## src/rtl/display_pkg.sv

```systemverilog
// Shared definitions for the BCD display scanner.
//   conv_state_t : conversion FSM states (IDLE, CONV)
//   BCD_INVALID  : nibble shown on every digit when the value does not fit
//   max_display  : largest value representable with a given digit count
package display_pkg;

  typedef enum logic {
    IDLE = 1'b0,
    CONV = 1'b1
  } conv_state_t;

  localparam logic [3:0] BCD_INVALID = 4'hF;

  // 10^digits - 1, evaluated at elaboration time
  function automatic int max_display(input int digits);
    int v;
    v = 1;
    for (int i = 0; i < digits; i++) begin
      v = v * 10;
    end
    return v - 1;
  endfunction

endpackage

```

## src/rtl/bin2bcd_iter.sv

```systemverilog
// One combinational double-dabble step: add 3 to every BCD nibble >= 5,
// then shift {scratch, shift register} left by one bit.
//   i_scratch / o_scratch : 4*DIGITS-bit BCD accumulator before/after the step
//   i_shift   / o_shift   : WIDTH-bit binary shift register before/after the step
module bin2bcd_iter #(
  parameter int WIDTH  = 14,
  parameter int DIGITS = 4
) (
  input  logic [4*DIGITS-1:0] i_scratch,
  input  logic [WIDTH-1:0]    i_shift,
  output logic [4*DIGITS-1:0] o_scratch,
  output logic [WIDTH-1:0]    o_shift
);

  logic [4*DIGITS-1:0] w_adj;

  for (genvar gi = 0; gi < DIGITS; gi++) begin : g_adjust
    assign w_adj[gi*4 +: 4] = (i_scratch[gi*4 +: 4] >= 4'd5) ?
                              i_scratch[gi*4 +: 4] + 4'd3 :
                              i_scratch[gi*4 +: 4];
  end

  // The shift keeps the concatenation width, so the scratch MSB falls off;
  // that bit can only be set for values that are flagged as overflow anyway.
  assign {o_scratch, o_shift} = {w_adj, i_shift} << 1;

endmodule

```

## src/rtl/bcd_display_scanner.sv

```systemverilog
// Latches a binary value, converts it to DIGITS BCD digits by iterative
// double-dabble (one bit per clock) and time-multiplexes the committed digits
// onto a single BCD bus with a one-hot digit select.
//   clk, rst  : system clock, synchronous active-high reset
//   value_in  : binary value to display, captured when load is accepted
//   load      : single-cycle convert request, ignored while busy
//   busy      : conversion in progress
//   overflow  : last committed value exceeded 10^DIGITS-1 (digits show F)
//   digit_bcd : BCD nibble of the currently selected digit
//   digit_sel : one-hot digit select, bit 0 = least significant digit
module bcd_display_scanner
  import display_pkg::*;
#(
  parameter int WIDTH    = 14,
  parameter int DIGITS   = 4,
  parameter int SCAN_DIV = 1000
) (
  input  logic              clk,
  input  logic              rst,
  input  logic [WIDTH-1:0]  value_in,
  input  logic              load,
  output logic              busy,
  output logic              overflow,
  output logic [3:0]        digit_bcd,
  output logic [DIGITS-1:0] digit_sel
);

  localparam int SW      = 4 * DIGITS;
  localparam int CW      = $clog2(WIDTH + 1);
  localparam int PW      = (SCAN_DIV > 1) ? $clog2(SCAN_DIV) : 1;
  localparam int IW      = (DIGITS > 1) ? $clog2(DIGITS) : 1;
  localparam int MAX_VAL = max_display(DIGITS);
  localparam logic [WIDTH+31:0] MAX_EXT = (WIDTH + 32)'(unsigned'(MAX_VAL));

  conv_state_t      r_state;
  logic [CW-1:0]    r_iter;
  logic [SW-1:0]    r_scratch;
  logic [WIDTH-1:0] r_shift;
  logic             r_ovf_pend;
  logic             r_busy;
  logic             r_overflow;
  logic [SW-1:0]    r_disp;
  logic [PW-1:0]    r_presc;
  logic [IW-1:0]    r_idx;
  logic [DIGITS-1:0] r_digit_sel;
  logic [3:0]       r_digit_bcd;

  logic [SW-1:0]    w_scratch_step;
  logic [WIDTH-1:0] w_shift_step;
  logic             w_commit;
  logic [SW-1:0]    w_commit_val;
  logic [SW-1:0]    w_disp_next;
  logic             w_wrap;
  logic [IW-1:0]    w_idx_next;

  bin2bcd_iter #(
    .WIDTH  (WIDTH),
    .DIGITS (DIGITS)
  ) u_iter (
    .i_scratch (r_scratch),
    .i_shift   (r_shift),
    .o_scratch (w_scratch_step),
    .o_shift   (w_shift_step)
  );

  // After WIDTH iterations the scratch holds the result; commit on the next edge.
  assign w_commit     = (r_state == CONV) && (r_iter == CW'(WIDTH));
  assign w_commit_val = r_ovf_pend ? {DIGITS{BCD_INVALID}} : r_scratch;
  // Next-cycle display contents, so a commit is visible on the same edge it lands.
  assign w_disp_next  = w_commit ? w_commit_val : r_disp;

  assign w_wrap     = (r_presc == PW'(SCAN_DIV - 1));
  assign w_idx_next = !w_wrap ? r_idx :
                      (r_idx == IW'(DIGITS - 1)) ? '0 : r_idx + IW'(1);

  // Conversion FSM and display registers
  always_ff @(posedge clk) begin
    if (rst) begin
      r_state    <= IDLE;
      r_iter     <= '0;
      r_scratch  <= '0;
      r_shift    <= '0;
      r_ovf_pend <= 1'b0;
      r_busy     <= 1'b0;
      r_overflow <= 1'b0;
      r_disp     <= '0;
    end else begin
      case (r_state)
        IDLE: begin
          if (load) begin
            r_shift    <= value_in;
            r_scratch  <= '0;
            r_iter     <= '0;
            r_ovf_pend <= ({32'd0, value_in} > MAX_EXT);
            r_busy     <= 1'b1;
            r_state    <= CONV;
          end
        end
        CONV: begin
          if (w_commit) begin
            r_disp     <= w_commit_val;
            r_overflow <= r_ovf_pend;
            r_busy     <= 1'b0;
            r_state    <= IDLE;
          end else begin
            r_scratch <= w_scratch_step;
            r_shift   <= w_shift_step;
            r_iter    <= r_iter + CW'(1);
          end
        end
        default: r_state <= IDLE;
      endcase
    end
  end

  // Free-running scanner; outputs registered from next-state values so
  // digit_sel and digit_bcd always change together.
  always_ff @(posedge clk) begin
    if (rst) begin
      r_presc     <= '0;
      r_idx       <= '0;
      r_digit_sel <= DIGITS'(1);
      r_digit_bcd <= 4'd0;
    end else begin
      r_presc     <= w_wrap ? '0 : r_presc + PW'(1);
      r_idx       <= w_idx_next;
      r_digit_sel <= DIGITS'(1) << w_idx_next;
      r_digit_bcd <= w_disp_next[w_idx_next*4 +: 4];
    end
  end

  assign busy      = r_busy;
  assign overflow  = r_overflow;
  assign digit_bcd = r_digit_bcd;
  assign digit_sel = r_digit_sel;

endmodule
```

## config.mk

```make
export PLATFORM = sky130hd
export DESIGN_NAME = bcd_display_scanner
export DESIGN_NICKNAME = d
export VERILOG_FILES = /design/src/rtl/display_pkg.sv /design/src/rtl/bin2bcd_iter.sv /design/src/rtl/bcd_display_scanner.sv
export SDC_FILE = /design/constraint.sdc
export NUM_CORES = 1
export LEC_CHECK = 0
export ABC_AREA = 0
export CAP_MARGIN = 10
export CORE_MARGIN = 2
export CORE_UTILIZATION = 57
export CTS_CLUSTER_DIAMETER = 100
export DETAILED_ROUTE_END_ITERATION = 10
export PLACE_DENSITY = 0.82
export SLEW_MARGIN = 20
export SYNTH_ARGS = -nofsm -noshare
export SYNTH_HDL_FRONTEND = slang
export SYNTH_SLANG_ARGS = --single-unit
```

## constraint.sdc

```tcl
create_clock -name clk -period 2.27 [get_ports clk]
set_input_delay 0.227 -clock clk [delete_from_list [all_inputs] [get_ports clk]]
set_output_delay 0.227 -clock clk [all_outputs]
set_load 0.01 [all_outputs]
```

# [After elaboration in Yosys (flattened, before gate mapping)]
# Cells that the tools add are included.
[word_totals] register_bits=74 latch_bits=0 mem_bits_rw=0 mem_bits_ro=0 wordCells=62 memories=0
[op_classes] n_addsub=7 multipliers=0 div_mod_pow=0 n_lt_le_gt_ge=5 n_eq_ne=6 shifts=2 n_mux=23 bitwise=1 n_reduce_logical=6
[op_table] op="$mux 16" count=4
[op_table] op="$pmux 16 s2" count=1
[op_table] op="$mux 14" count=2
[op_table] op="$pmux 14 s2" count=1
[op_table] op="$mux 4" count=5
[op_table] op="$ge 4x3->1 const B" count=4
[op_table] op="$shiftx 16x5->4" count=1
[op_table] op="$gt 14x14->1 const B" count=1
[op_table] op="$add 4x2->4 const B" count=3
[op_table] op="$add 10x1->10 const B" count=1
[op_table] op="$eq 10x10->1 const B" count=1
[op_table] op="$pmux 4 s2" count=1
[op_table] op="$reduce_and 2->1" count=4
[op_table] op="$add 4x1->4 const B" count=1
[op_table] op="$eq 4x4->1 const B" count=1
[op_table] op="$mux 1" count=4
[op_table] op="$mux 2" count=2
[op_table] op="$ne 2x2->1 const B" count=2
[op_table] op="$pmux 1 s2" count=2
[op_table] op="$shl 1x2->4 const A" count=1
[op_table] op="$add 3x2->3 const B" count=1
[op_table] op="$mux 3" count=1
[op_table] op="$add 2x1->2 const B" count=1
[op_table] op="$eq 2x2->1 const B" count=1
[op_table] op="4 further kinds" count=4

# [Logic depth before layout (Yosys ltp)]
# Gate-level depths: netlist (run 1).
[depth] ltp_word=4 mapped_depth=8 depth_no_buf=7

# [By module]
# A second synthesis (run 1) with hierarchy kept.
[hier_totals] hier_cells=409 hier_area_um2=3479.6
[by_module_without_submodules] module="bcd_display_scanner" instances=1 cells_each=333 area_each_um2=2977.9 seq_area_each_um2=1481.4
[by_module_without_submodules] module="bin2bcd_iter" instances=1 cells_each=76 area_each_um2=501.7 seq_area_each_um2=0.0

# [Worst setup path after synthesis (run 1)]
# Ideal clock, no wire load.
[synth_timing] path_kind="reg-to-reg" startpoint="register r_presc[0]" endpoint="register r_digit_bcd[2], in the netlist digit_bcd[2]" setup_ns=0.117 t_arrival_ns=1.630 required_ns=2.153 slack_ns=0.524 stages_incl_launch_ff=8 path_buffers=1 synth_period_minus_slack_ns=1.746 path_cell_list="dfxtp_1 ha_1 and4bb_1 nand3_4 mux2i_4 buf_8 mux2i_1 a22o_1"
[synth_via] elab_chain_len=3
[synth_lines] element="from (decl)" line_no="bcd_display_scanner.sv:43" text="logic [PW-1:0] r_presc;"
[synth_lines] element="from (signal assigned)" line_no="bcd_display_scanner.sv:125" text="r_presc <= w_wrap ? '0 : r_presc + PW'(1);"
[synth_lines] element="$eq 10x10->1" line_no="bcd_display_scanner.sv:72" text="assign w_wrap = (r_presc == PW'(SCAN_DIV - 1));"
[synth_lines] element="$mux 2" line_no="bcd_display_scanner.sv:73" text="assign w_idx_next = !w_wrap ? r_idx :"
[synth_lines] element="$shiftx 16x5->4" line_no="bcd_display_scanner.sv:128" text="r_digit_bcd <= w_disp_next[w_idx_next*4 +: 4];"
[synth_lines] element="to (signal assigned)" line_no="bcd_display_scanner.sv:128"
[synth_lines] element="to (decl)" line_no="bcd_display_scanner.sv:46" text="logic [3:0] r_digit_bcd;"
# Every way passes these cells.
# A chain may end at the register's enable or synchronous reset.

# [Worst setup path in the final report (run 1)]
[layout_timing] startpoint="register r_presc[0]" endpoint="register r_digit_bcd[3], in the netlist digit_bcd[3]"
# Same word-level chain as after synthesis.

==> results of run 1 <==
## sequential cells by signal, summed over array words and instances (netlist names), 2 cells and up
name and cells:
r_disp 16, r_scratch 16, r_shift 14, r_presc 10, digit_bcd 4, digit_sel 4, r_iter 4, r_idx 2
## worst max-delay path, cell delays in order (launching register included)
cell      delay, ns
dfxtp_1        0.38
ha_1           0.22
and4bb_1       0.25
nand3_4        0.12
mux2i_4        0.47
mux2i_1        0.16
a22o_1         0.24
## path summary, 6_finish.rpt
| path | start | endpoint | slack, ns | cells past startpoint |
|---|---|---|---|---|
| min | rst | r_presc[2] | 0.13 | 2 |
| max | r_presc[0] | digit_bcd[3] | 0.33 | 6 |
| max reg2reg | r_presc[0] | digit_bcd[3] | 0.33 | 6 |
| min reg2reg | r_shift[0] | r_shift[0] | 0.47 | 2 |
## cell type report
class	instances	share of cell area [%]
tap	72	2.38
sequential	74	39.2
timing repair buffer	32	8.27
clock buffer	11	3.74
clock inverter	5	0.794
multi-input combinational	275	44.6
inverter	10	0.993
## through the flow
stage / util (%) / area, sq um / total power, W / instances
after global routing: 67.8 / 3780 / 0.00257 / 479
final: 67.8 / 3780 / 0.00246 / 479
after CTS: 67.8 / 3780 / 0.00248 / 479
after floorplan: - / 3310 / 0.00153 / 383
after global placement: 64.8 / 3610 / 0.00160 / 463
after detailed placement: 64.8 / 3610 / 0.00161 / 463
## placed cells by master (no fill, tap or decap), types with 10 or more instances in the layout
cell | Yosys | routed
a211oi_1 | 13 | 13
a21oi_1 | 29 | 29
clkbuf_8 | 0 | 10
clkdlybuf4s50_1 | 0 | 25
dfxtp_1 | 74 | 74
ha_1 | 12 | 12
inv_1 | 10 | 10
mux2i_1 | 24 | 24
nand2_1 | 10 | 10
nor2_1 | 99 | 99
nor3_1 | 12 | 12
## where the power goes
group / switching (W) / leakage [nW] / total [W] / internal, W
registers: 0.0000322 / 0.601 / 0.00137 / 0.00134
logic: 0.000115 / 0.815 / 0.000210 / 0.0000958
clock network: 0.000460 / 0.0851 / 0.000880 / 0.000420
## cell families after synthesis
logic type                 after synthesis  synth area share [%]
AOI/OAI and AO/OA                       68                  13.0
DFF                                     74                  44.7
adders and majority gates               12                  4.53
muxes                                   27                  8.61
xor gates and xnor gates                17                  4.50
and+or+nand+nor                        151                  20.3
buffers and inverters                   34                  4.31
## layer usage
metal  global-route usage (%)  vias to the layer above  share of wire, %
li1                         -                     1344                 -
met5                        0                        -                 0
met2                     36.6                       47                49
met3                     7.08                        7               3.7
met4                     7.12                        0               1.2
met1                     26.0                     1208                46
==> flow_metrics.env, run 1 <==
export IMPL_outcome="complete, no violations"
export IMPL_syn_nets=412
export IMPL_initial_core_util_pct=59.4
export IMPL_syn_inst=383
export IMPL_p_per_area_nw_per_um2=650
export IMPL_drt_iter0_drc=137
export IMPL_fin_crit_sh_pct=85.4
export IMPL_syn_avg_cell_area_sq_um=8.65
export IMPL_power_leakage_nw=1.50
export IMPL_n_antenna_cell=0
export IMPL_report_final_hold_viol_count=0
export IMPL_post_place_ws_ns=0.329
export IMPL_numPortBuffers=26
export IMPL_pin_count=27
export IMPL_synth_common_cells="99 x nor2_1, 74 x dfxtp_1, 29 x a21oi_1"
export IMPL_root_buffer="clkbuf_8"
export IMPL_grt_pass1_vias=2454
export IMPL_synth_async_sr_flop_share_pct=0
export IMPL_finalSetupViolations=0
export IMPL_multi_input_area_sq_um=1690
export IMPL_cts_buffer_depth=2
export IMPL_vdd_ir_drop_worst_uv=410
export IMPL_gr_total_overflow=0
export IMPL_ant_nets=0
export IMPL_cts_buffers=9
export IMPL_cts_htree_levels=3
export IMPL_synth_seq_cells=74
export IMPL_report_final_slew_viol_count=0
export IMPL_synth_cell_types=36
export IMPL_grt_pass1_wl_microns=10900
export IMPL_yosys_most_used_dff="dfxtp_1"
export IMPL_ys_top_cells_by_area="dfxtp_1 45%, nor2_1 11%, mux2i_1 7.3%"
export IMPL_wl_per_cell_microns=13.1
export IMPL_worst_pin_slew_ns=0.601
export IMPL_endpoint_kind="register"
export IMPL_nNetsFinal=431
export IMPL_synth_warnings=0
export IMPL_die_height_microns=80.2
export IMPL_final_seq_area_sq_um=1480
export IMPL_die_area_sq_um=6440
export IMPL_dr_pass1_iters=5
export IMPL_viasPerCell=5.44
export IMPL_fin_setup_tns_ns=0
export IMPL_dp_hpwl_microns=4290
export IMPL_cts_hold_buf=0
export IMPL_rows=27
export IMPL_synthesis_area_sq_um=3310
export IMPL_vias=2606
export IMPL_yosysSeqAreaShare_pct=44.7
export IMPL_synth_top_area_share_pct=44.7
export IMPL_rsz0062_at_grt="false"
export IMPL_worstPathMaxFanout=13
export IMPL_post_cts_buffers=0
export IMPL_hold_class="primary input to register"
export IMPL_clock_latency_ns=0.35
export IMPL_maxSlewHeadroom_pct=59.9
export IMPL_fin_skew_ns=0.0113
export IMPL_drive_above_1_share_pct=6.88
export IMPL_grt_start_max_net_pins=56
export IMPL_setup_ws_ns=0.332
export IMPL_cts_tree="yes"
export IMPL_max_cap_violations=0
export IMPL_drc=0
export IMPL_synth_edff_count=0
export IMPL_start_kind="register"
export IMPL_hold_ws_ns=0.133
export IMPL_cp_required_ns=2.52
export IMPL_setup_worst_path_class="register to register"
export IMPL_wirelength_microns=6270
export IMPL_gr_usage_all_layers_pct=21.7
export IMPL_post_route_min_period_ns=1.94
export IMPL_max_freq_mhz=516
export IMPL_synth_top_cell_by_area="dfxtp_1"
export IMPL_core_sq_um=5570
export IMPL_nFillCells=466
export IMPL_clkTransAtPathRegs_ns=0.08
export IMPL_synthToLayoutAreaGrowth_pct=14.2
export IMPL_die_width_microns=80.2
export IMPL_gp_congestion=0.848
export IMPL_cts_sinks=74
export IMPL_ctsResizeCount=0
export IMPL_yosysMostFrequentCell="nor2_1"
export IMPL_grt_antenna_before_repair=0
export IMPL_critPathArrivalTime_ns=2.18
No activity file was read; power rests on OpenSTA's default activity.
==> inputs of run 2 (changes only) <==
- CORE_UTILIZATION: 57 -> 60
- CTS_BUF_LIST: default -> sky130_fd_sc_hd__clkbuf_4 sky130_fd_sc_hd__clkbuf_8
- PLACE_DENSITY: 0.82 -> 0.86
==> run 2 against run 1 <==
Critical path depth unchanged. Flip-flop and latch count unchanged. Fmax rose by 0.60%. Combinational power barely moved. Sequential power is essentially flat. Clock power up 32%.
==> flow_metrics.env, run 2 (synthesis gave the netlist of run 1 again) <==
export IMPL_outcome="complete, no violations"
export IMPL_power_leakage_nw=1.52
export IMPL_grt_pass1_vias=2682
export IMPL_cts_buffers=9
export IMPL_max_cap_violations=0
export IMPL_swShare_pct=24.1
export IMPL_hold_ws_ns=0.376
export IMPL_worst_pin_slew_ns=0.652
export IMPL_grt_pass1_wl_microns=11600
export IMPL_core_sq_um=5410
export IMPL_holdPathStages=2
export IMPL_numPortBuffers=26
export IMPL_die_height_microns=78.3
export IMPL_critical_path_max_stage_delay_ns=0.50
export IMPL_wirelength_microns=6830
export IMPL_cp_slowest_cell="mux2i_4"
export IMPL_synthToLayoutAreaGrowth_pct=15.7
export IMPL_post_cts_buffers=0
export IMPL_clockPowerShare_pct=42.3
export IMPL_drc=0
export IMPL_initial_core_util_pct=61.3
export IMPL_worstPathMaxFanout=13
export IMPL_gr_total_overflow=0
export IMPL_fin_crit_sh_pct=84.8
export IMPL_gr_usage_all_layers_pct=24.4
export IMPL_cts_tree="yes"
export IMPL_internal_power_w=0.00207
export IMPL_report_final_hold_viol_count=0
export IMPL_fin_skew_ns=0.00730
export IMPL_nNetsFinal=432
export IMPL_clkTransAtPathRegs_ns=0.08
export IMPL_ant_nets=0
export IMPL_cts_hold_buf=0
export IMPL_p_comb_share_pct=7.8
export IMPL_finalSetupViolations=0
export IMPL_cts_htree_levels=3
export IMPL_grt_start_max_net_pins=35
export IMPL_nFillCells=415
export IMPL_maxSlewHeadroom_pct=56.4
export IMPL_vdd_ir_drop_worst_uv=489
export IMPL_dr_pass1_iters=4
export IMPL_hold_class="primary input to register"
export IMPL_hp_start="rst"
export IMPL_crit_chain="ha_1 > and4bb_1 > nand3_4 > mux2i_4 > mux2i_1 > a22o_1"
export IMPL_p_per_area_nw_per_um2=713
export IMPL_clock_latency_ns=0.36
export IMPL_vias=2701
export IMPL_cts_sinks=74
export IMPL_rrSetupSlack_ns=0.34
export IMPL_die_width_microns=78.3
export IMPL_cp_required_ns=2.53
export IMPL_grt_antenna_before_repair=0
export IMPL_dp_hpwl_microns=4560
export IMPL_fin_setup_tns_ns=0
export IMPL_endpoint_kind="register"
export IMPL_reg2reg_from="r_presc[0]"
export IMPL_viasPerCell=5.63
export IMPL_ctsResizeCount=0
export IMPL_pin_count=27
export IMPL_report_final_slew_viol_count=0
export IMPL_p_sw_w=0.000658
export IMPL_rows=27
export IMPL_final_cell_mix="99 x nor2_1, 74 x dfxtp_1, 29 x a21oi_1"
export IMPL_mostFrequentLayoutCell="nor2_1"
export IMPL_drt_iter0_drc=154
export IMPL_r2r_end="digit_bcd[1]"
export IMPL_max_freq_mhz=519
export IMPL_biggestRegsByFlops="r_disp (16), r_scratch (16), r_shift (14)"
export IMPL_final_area_sq_um=3830
export IMPL_reg2reg_depth=6
export IMPL_placed_area_sq_um=3600
export IMPL_gp_congestion=0.802
export IMPL_critPathArrivalTime_ns=2.18
export IMPL_n_antenna_cell=0
export IMPL_whs_endpoint="r_idx[0]"
export IMPL_setup_worst_path_class="register to register"
export IMPL_die_area_sq_um=6130
export IMPL_rsz0062_at_grt="false"
export IMPL_post_route_min_period_ns=1.93
export IMPL_root_buffer="clkbuf_8"
export IMPL_cts_buffer_depth=2
export IMPL_drive_above_1_share_pct=7.35
export IMPL_wl_per_cell_microns=14.2
export IMPL_seqPwrFrac_pct=49.9
export IMPL_start_kind="register"
==> run 2: changes by cell type in the layout (fill, tap and decap cells not counted), sizes merged <==
cell	change
buf	+1
bufinv	+2
clkbuf	-1
clkinv	-3
clkinvlp	+2
==> run 2: critical path: cells and delay by family (launching register included) <==
kind | cells | cell delay, ns
simple gates | 2 | 0.35
compound gates | 1 | 0.24
flops | 1 | 0.34
fa+ha+maj | 1 | 0.24
mux | 2 | 0.66
==> run 2: metal layers <==
metal | share of wire (%) | GRT usage, % | vias up | wire length, microns
li1 | - | - | 1348 | -
met3 | 4.0 | 8.39 | 18 | 270
met1 | 45 | 26.9 | 1278 | 3070
met2 | 48 | 42.2 | 57 | 3310
met5 | 0 | 0 | - | 0
met4 | 2.6 | 11.4 | 0 | 179
==> run 2: how the worst max path moves through the flow <==
stage,start,end,slack [ns],cells after the start
final,r_presc[0],digit_bcd[1],0.34,6
after global routing,r_presc[0],digit_bcd[1],0.18,6
after CTS,r_presc[0],digit_bcd[1],0.33,6
after detailed placement,r_presc[0],digit_bcd[1],0.34,6
after global placement,r_presc[0],digit_bcd[3],0.41,6
after floorplan,r_presc[0],digit_bcd[2],0.52,7
==> run 2: cell type report <==
class | count | area (sq um) | share of cell area [%]
multi-input cells | 275 | 1690 | 44.0
flip-flops and latches | 74 | 1480 | 38.7
repair buffers | 33 | 308 | 8.03
clock buffers | 10 | 138 | 3.59
clock inverters | 6 | 90.1 | 2.35
well taps | 72 | 90.1 | 2.35
inverters | 10 | 37.5 | 0.979
==> run 2: power by group through the flow <==
stage / Clock, W / Sequential, W / Combinational [W]
floorplan: 0 / 0.00138 / 0.000150
CTS: 0.00117 / 0.00136 / 0.000213
finish: 0.00116 / 0.00136 / 0.000213
global placement: 0 / 0.00139 / 0.000205
global route: 0.00122 / 0.00137 / 0.000237
detailed placement: 0 / 0.00139 / 0.000212
==> run 2: stage by stage <==
step                power [W]  worst slack, ns  util, %  std cells
floorplan             0.00153            0.524        -        383
global placement      0.00160            0.414     66.7        464
detailed placement    0.00161            0.338     66.7        464
CTS                   0.00275            0.333     70.9        480
global route          0.00283            0.180     70.9        480
finish                0.00273            0.344     70.9        480
==> inputs of run 3 (changes only) <==
- CORE_UTILIZATION: 60 -> 54
- PLACE_DENSITY: 0.86 -> 0.82
- clock period: 2.27 -> 1.6 ns (I/O delays scaled with it)
==> run 3 against run 2 <==
The run now ends with setup timing left. Utilization increased by 3.4 points. Critical endpoint is now digit_bcd[0]. Count of clock-buffer cells in the layout grew 2. Combinational power rose by 70%. Sequential share of layout area shrank 4.9 points. Cell area rose by 15%. Via count rose by 8.4%. Worst setup slack got worse by 0.47 ns. Fmax increased by 12%. Cell count up 7.7%. Total power up 36%. Register-to-register slack got worse by 0.47 ns. Clock power up 22%.
==> flow_metrics.env, run 3 (synthesis gave the netlist of run 1 again) <==
export IMPL_outcome="complete, but fails checks"
export IMPL_failed_checks="setup timing"
export IMPL_dp_hpwl_microns=4860
export IMPL_cts_tree="yes"
export IMPL_wl_per_cell_microns=15.9
export IMPL_vias=2929
export IMPL_die_width_microns=82.3
export IMPL_report_final_slew_viol_count=0
export IMPL_finalPower_w=0.00372
export IMPL_fin_skew_ns=0.00528
export IMPL_max_freq_mhz=580
export IMPL_numPortBuffers=26
export IMPL_fin_util_pct=74.3
export IMPL_root_buffer="clkbuf_8"
export IMPL_wirelength_microns=8220
export IMPL_grt_pass1_wl_microns=12700
export IMPL_p_per_area_nw_per_um2=845
export IMPL_rows=28
export IMPL_mostFrequentLayoutCell="nor2_1"
export IMPL_cts_buffer_depth=2
export IMPL_grt_start_max_net_pins=33
export IMPL_dp_cells=498
export IMPL_cts_sinks=74
export IMPL_worst_pin_slew_ns=0.638
export IMPL_viasPerCell=5.67
export IMPL_drive_above_1_share_pct=24.0
export IMPL_layoutNonFillerInstCount=517
export IMPL_clock_latency_ns=0.34
export IMPL_die_height_microns=82.3
export IMPL_worstPathMaxFanout=10
export IMPL_ant_nets=0
export IMPL_drc=0
export IMPL_fin_crit_sh_pct=108
export IMPL_wl_met2_microns=4120
export IMPL_nNetsFinal=467
export IMPL_grt_antenna_before_repair=0
export IMPL_gr_usage_all_layers_pct=24.9
export IMPL_cts_htree_levels=3
export IMPL_power_leakage_nw=1.74
export IMPL_pin_count=27
export IMPL_start_kind="register"
export IMPL_clkTransAtPathRegs_ns=0.07
export IMPL_vdd_ir_drop_worst_uv=709
export IMPL_endpoint_kind="register"
export IMPL_dr_wl_met3_microns=413
export IMPL_maxSlewHeadroom_pct=57.4
export IMPL_rsz0062_at_grt="true"
export IMPL_n_antenna_cell=0
export IMPL_die_area_sq_um=6780
export IMPL_setup_ws_ns=-0.125
export IMPL_hold_class="primary input to register"
export IMPL_biggestRegsByFlops="r_disp (16), r_scratch (16), r_shift (14)"
export IMPL_wl_met1_microns=3370
export IMPL_initial_core_util_pct=55.9
export IMPL_hold_ws_ns=0.109
export IMPL_final_cell_mix="83 x nor2_1, 72 x dfxtp_1, 38 x buf_4"
export IMPL_gp_congestion=0.846
export IMPL_cp_required_ns=1.84
export IMPL_grt_pass1_vias=2846
export IMPL_post_place_ws_ns=-0.0674
export IMPL_report_final_hold_viol_count=0
export IMPL_core_sq_um=5920
export IMPL_critPathArrivalTime_ns=1.96
export IMPL_finalSetupViolations=4
export IMPL_synthToLayoutAreaGrowth_pct=32.8
export IMPL_post_route_min_period_ns=1.72
export IMPL_max_cap_violations=0
export IMPL_dr_pass1_iters=5
export IMPL_gr_total_overflow=0
export IMPL_highest_layer="met4"
export IMPL_cts_buffers=9
export IMPL_setup_worst_path_class="register to register"
export IMPL_drt_iter0_drc=176
run 3: cell types whose count changed in the layout (fill, tap and decap cells not counted), moves of 4 or more:
cell | before | now
buf_4 | 7 | 38
a21oi_1 | 29 | 10
nor2_1 | 99 | 83
a21oi_4 | 0 | 12
nor2_4 | 0 | 11
a21oi_2 | 0 | 7
nor2_2 | 0 | 5
clkinvlp_4 | 4 | 0
run 3: per-stage QoR:
| stage | area, sq um | TNS [ns] |
|---|---|---|
| 2_1_floorplan | 3330 | -0.0495 |
| 3_3_place_gp | 3880 | -0.0372 |
| 3_5_place_dp | 3880 | -0.383 |
| 6_report | 4400 | -0.428 |
| 5_1_grt | 4400 | -1.17 |
| 4_1_cts | 4170 | -0.277 |
run 3: layer usage:
metal	up-vias	global-route usage, %
met2	98	39.9
met5	-	0
met1	1380	29.3
met4	0	12.3
met3	33	9.02
li1	1418	-
run 3: worst max-delay path, cell delays in order, from the launching register on:
cell and delay [ns]:
dfxtp_2 0.36, ha_4 0.14, and4bb_1 0.23, nand3_4 0.12, mux2i_4 0.23, buf_12 0.16, mux2i_2 0.15, a22o_1 0.23
run 3: area by class of cell:
cell class              count  area [sq um]
multi-input cells         275          1970
clock inverters             3          40.0
clock buffers              12           153
repair buffers             68           619
inverters                  10          37.5
fillers                   365          1520
well taps                  75          93.8
flip-flops and latches     74          1480
run 3: final timing paths:
check	start	to	slack [ns]	cells after the start
setup / recovery	r_presc[1]	digit_bcd[0]	-0.12	7
hold / removal	rst	digit_sel[1]	0.11	2
setup reg to reg	r_presc[1]	digit_bcd[0]	-0.12	7
hold reg to reg	r_shift[0]	r_shift[0]	0.49	2
run 3: power by group:
part / leakage (nW) / internal [W] / switching, W
Sequential: 0.601 / 0.00190 / 0.0000388
Clock: 0.103 / 0.000784 / 0.000634
Combinational: 1.03 / 0.000164 / 0.000200
Total: 1.74 / 0.00284 / 0.000873
run 3: what timing repair did:
action,4_1_cts,5_1_grt
gates cloned,1,0
resized for setup,14,50
buffers inserted,3,0
hold buffers,0,0
pin swaps,1,12
endpoints found under the setup margin,4,38
